<file path="src/rtl/isi_pattern_monitor_pkg.sv">
// Shared constants and state type for the ISI pattern generator/monitor pair.
// LANES and PATTERNS must stay in step with the generator side.
package isi_pkg;

  localparam int LANES    = 5;
  localparam int PATTERNS = 1 << LANES;

  typedef enum logic [1:0] {
    IDLE,
    RUN,
    DONE,
    TIMEOUT
  } isi_mon_state_t;

endpackage

</file>
<file path="src/rtl/isi_pattern_monitor_lane_run_counter.sv">
// Per-lane run-length tracker: remembers the previous bit and counts identical repeats.
// run_len shows the length including bit_in while step is high, so the top can reduce it on the same edge.
module lane_run_counter #(
  parameter int RUN_W = 8
) (
  input  logic             clock,
  input  logic             reset,
  input  logic             clr,
  input  logic             step,
  input  logic             bit_in,
  input  logic             first,
  output logic [RUN_W-1:0] run_len
);

  localparam logic [RUN_W-1:0] RUN_MAX = '1;
  localparam logic [RUN_W-1:0] RUN_ONE = RUN_W'(1);

  logic             prev_bit;
  logic [RUN_W-1:0] run_q;

  always_comb begin
    run_len = run_q;
    if (step) begin
      if (first || (bit_in != prev_bit)) begin
        run_len = RUN_ONE;
      end else if (run_q != RUN_MAX) begin
        run_len = run_q + RUN_ONE;
      end
    end
  end

  always_ff @(posedge clock) begin
    if (!reset) begin
      prev_bit <= 1'b0;
      run_q    <= '0;
    end else if (clr) begin
      prev_bit <= 1'b0;
      run_q    <= '0;
    end else if (step) begin
      prev_bit <= bit_in;
      run_q    <= run_len;
    end
  end

endmodule

</file>
<file path="src/rtl/isi_pattern_monitor.sv">
// Scores an ISI lane generator: pattern coverage, sample count to full coverage,
// and the longest constant run seen on any lane.
module isi_pattern_monitor
  import isi_pkg::*;
#(
  parameter int CNT_W      = 16,
  parameter int MAX_CYCLES = 1000,
  parameter int RUN_W      = 8
) (
  input  logic                clock,
  input  logic                reset,
  input  logic                enable,
  input  logic                start,
  input  logic [LANES-1:0]    lin,
  output logic [PATTERNS-1:0] seen_map,
  output logic [LANES:0]      unique_count,
  output logic [CNT_W-1:0]    cycle_count,
  output logic [RUN_W-1:0]    max_run,
  output logic                busy,
  output logic                done,
  output logic                timeout
);

  isi_mon_state_t state, state_next;

  logic             accept;
  logic             first_sample;
  logic             new_pattern;
  logic [LANES:0]   uniq_next;
  logic [CNT_W-1:0] cnt_next;
  logic [RUN_W-1:0] max_next;
  logic [RUN_W-1:0] run_len [LANES];

  // The lin value on a start cycle is never recorded, hence !start.
  assign accept       = (state == RUN) && enable && !start;
  assign first_sample = (cycle_count == '0);
  assign new_pattern  = !seen_map[lin];
  assign uniq_next    = unique_count + {{LANES{1'b0}}, new_pattern};
  assign cnt_next     = cycle_count + CNT_W'(1);

  for (genvar i = 0; i < LANES; i++) begin : g_lane
    lane_run_counter #(.RUN_W(RUN_W)) u_lane (
      .clock   (clock),
      .reset   (reset),
      .clr     (start),
      .step    (accept),
      .bit_in  (lin[i]),
      .first   (first_sample),
      .run_len (run_len[i])
    );
  end

  always_comb begin
    max_next = max_run;
    for (int i = 0; i < LANES; i++) begin
      if (run_len[i] > max_next) max_next = run_len[i];
    end
  end

  always_ff @(posedge clock) begin
    if (!reset) state <= IDLE;
    else        state <= state_next;
  end

  // Completion is tested before the budget so that a coverage-completing last sample wins.
  always_comb begin
    state_next = state;
    if (start) begin
      state_next = RUN;
    end else if (accept) begin
      if (uniq_next == (LANES+1)'(PATTERNS))    state_next = DONE;
      else if (cnt_next == CNT_W'(MAX_CYCLES))  state_next = TIMEOUT;
    end
  end

  always_comb begin
    busy    = (state == RUN);
    done    = (state == DONE);
    timeout = (state == TIMEOUT);
  end

  always_ff @(posedge clock) begin
    if (!reset || start) begin
      seen_map     <= '0;
      unique_count <= '0;
      cycle_count  <= '0;
      max_run      <= '0;
    end else if (accept) begin
      seen_map[lin] <= 1'b1;
      unique_count  <= uniq_next;
      cycle_count   <= cnt_next;
      max_run       <= max_next;
    end
  end

endmodule

</file>
<file path="config.mk">
export PLATFORM = sky130hd
export DESIGN_NAME = isi_pattern_monitor
export DESIGN_NICKNAME = d
export VERILOG_FILES = /design/src/rtl/isi_pattern_monitor_pkg.sv /design/src/rtl/isi_pattern_monitor_lane_run_counter.sv /design/src/rtl/isi_pattern_monitor.sv
export SDC_FILE = /design/constraint.sdc
export NUM_CORES = 1
export LEC_CHECK = 0
export ABC_AREA = 1
export CAP_MARGIN = 20
export CORE_MARGIN = 2
export CORE_UTILIZATION = 65
export DETAILED_ROUTE_END_ITERATION = 8
export DONT_BUFFER_PORTS = 1
export HOLD_SLACK_MARGIN = 0.12
export PLACE_DENSITY = 0.91
export SYNTH_ARGS = -nofsm -noshare
export SYNTH_HDL_FRONTEND = slang
export SYNTH_SLANG_ARGS = --single-unit
</file>
<file path="constraint.sdc">
create_clock -name clock -period 22.8 [get_ports clock]
set_clock_uncertainty 0.15 [all_clocks]
set_input_delay 1.14 -clock clock [delete_from_list [all_inputs] [get_ports clock]]
set_output_delay 1.14 -clock clock [all_outputs]
set_load 0.01 [all_outputs]
</file>
==> results.tsv <==
stage	metric	value	unit
route	vias	6771	
clock_network	cts.sinks	109	
sta	period_needed	9.530	ns
synthesis	synth_fp_nets	1111	
placement	port_buffers	0	
sta	hold_viol_final	0	
finish	area_delta_synth_final	4.368	%
hold_path	min_path_type	reg2reg	
setup_path	start_kind	primary input	
route	drt_wl_total	17140	um
setup_path	max_stage_delay	0.53	ns
clock_network	clk_path_buf_depth	2	
job	max-cap-violations	0	
sta	worstMarginPinSlew	0.9685	ns
global_route	antenna_found_initial	0	
finish	fin_util	68.75	%
die	dieHeight	108.1	um
route	drc_errors	0	
placement	place.gp.congestion	0.8872	
die	start_util	65.87	%
clock_network	cts_resized	0	
setup_path	worst-path-max-fanout	44	
synthesis	synth.yosys.seq_area_share	30.97	%
setup_path	endpoint_kind	flip-flop	
placement	place_hpwl	12610	um
synthesis	async_reset_ff_share	0	%
clock_network	post_cts.repair.setup_buffers	0	
synthesis	syn_area	0.007047	mm^2
clock_network	root_buffer	clkbuf_8	
clock_network	clkLatencyLatePin	0.39	ns
finish	antenna-diode-count	0	
finish	drive_gt1_share	6.571	%
sta	fin_crit_sh	41.80	%
sta	maxSlewViolCount	0	
die	coreArea	0.01070	mm^2
die	die_w	108.1	um
clock_network	clkTransAtPathRegs	0.13	ns
sta	max_freq	104.9	MHz
clock_network	numCtsBuffers	9	
synthesis	yosys_warnings	0	
finish	final_cell_mix	nand2_1, inv_1, dfxtp_1, nor2_1, a21oi_1	
clock_network	h-tree-depth	3	
finish	mostFrequentLayoutCell	nand2_1	
setup_path	slowest_stage	a32oi_1	
placement	placed_cell_area	0.007137	mm^2
route	wl_per_cell	14.41	um
sta	slew_headroom	35.43	%
global_route	grt_util_all_layers	29.73	%
synthesis	synth_edf_count	0	
finish	fin_nets	1099	
synthesis	avgSynthCellArea	6.667	um^2
synthesis	postSynthCellCount	1057	
synthesis	ys_types	51	
global_route	grt_overflow	0	
setup_path	path_common_cell	nand2_1	
clock_network	cts_tree	yes	
global_route	grt_pass1_wl	28170	um
synthesis	ys_ff_latch	109	
die	num_io_pins	74	
global_route	grt_max_degree	93	
route	drt-vias-per-instance	5.690	
finish	finalInstanceArea	0.007355	mm^2
route	drt_first_pass_iters	5	
clock_network	postCtsHoldBufs	0	
outcome	outcome	completed	
die	die_area	0.01169	mm^2
route	ant_nets	0	
die	fp-row-count	38	
synthesis	synthFlopType	dfxtp_1	
global_route	grt_pass1_vias	6181	
setup_path	worstPathArrival	9.70	ns
setup_path	path_class	in2reg	
sta	setup_viol	0	
route	drt_iter0_markers	572	
setup_path	crit_required	22.97	ns
sta	setup_tns	0	ns
sta	rsz0062_at_grt	false	
[metal layers]
metal  vias to the layer above  share of wire (%)  GRT usage (%)
met5                         -                  0              0
met4                         0                2.0          9.615
met3                        36                8.1          5.124
met2                       290                 48          50.58
met1                      3039                 42          38.31
li1                       3406                  -              -
[layout make-up]
cell class / count / area (um^2)
sequential: 109 / 2182
inverter: 192 / 723.2
tap: 140 / 175.2
clock inverter: 7 / 93.84
clock buffer: 9 / 123.9
timing repair buffer: 1 / 7.507
fill: 927 / 3343
multi-input combinational: 732 / 4049
[stage by stage]
step	setup WS, ns	hold WS [ns]	std cells
CTS	13.48	0.3808	1190
global placement	13.45	0.3637	1174
finish	13.27	0.3818	1190
detailed placement	13.19	0.3621	1174
floorplan	14.29	0.3444	1057
global route	12.55	0.4107	1190
[flip-flops by register name (all words and copies together) (netlist names)]
name,flops
g_lane.u_lane.run_q,40
state,2
unique_count,6
cycle_count,16
max_run,8
g_lane.u_lane.prev_bit,5
seen_map,32
[synthesized netlist by cell type (all sizes together), types with 2 or more instances]
cell    number  area, um^2
clkbuf      20       75.07
a21oi       84       439.2
a31oi        3       18.77
ha          45       563.0
a221oi       2       17.52
o211ai       3       22.52
o22ai       16       100.1
a22oi        3       22.52
nand2      218       927.1
nor2       111       442.9
o21a         3       22.52
a211oi       8       60.06
buf          4       20.02
o21bai       2       15.01
o21ai       71       359.1
a21o         2       15.01
nor4         4       25.02
nor3b        3       22.52
inv        191       719.4
or2          8       50.05
xor2        19       166.4
dfxtp      109        2182
nor3        28       140.1
nand3       58       290.3
nand3b       2       15.01
xnor2        8       70.07
nand4       15       123.9
and2         8       50.05
[cells by family (layout without fill, tap and decap cells)]
group | after synthesis | in the layout | share of synthesized area, %
buffers and inverters | 216 | 209 | 11.61
adders and majority gates | 45 | 45 | 7.990
AOI/OAI and AO/OA | 202 | 202 | 16.14
and+or+nand+nor | 458 | 458 | 29.94
DFF | 109 | 109 | 30.97
xor gates and xnor gates | 27 | 27 | 3.356
[critical path, delay by kind of cell]
family | cells | cell delay, ns
buffers and inverters | 5 | 0.87
adders and majority gates | 5 | 1.50
AOI/OAI and AO/OA | 13 | 2.84
and+or+nand+nor | 25 | 3.32
[worst paths after layout]
path / startpoint / to / slack, ns / cells after the start
worst max-delay path: enable / max_run[0] / 13.27 / 48
worst min-delay path: seen_map[27] / seen_map[27] / 0.38 / 2
worst max register to register: state[0] / max_run[0] / 13.37 / 50
worst min register to register: seen_map[27] / seen_map[27] / 0.38 / 2
Power is left out: the tool's default activity adds up to more than one toggle a clock period on the data nets, which glitch-free logic cannot reach.
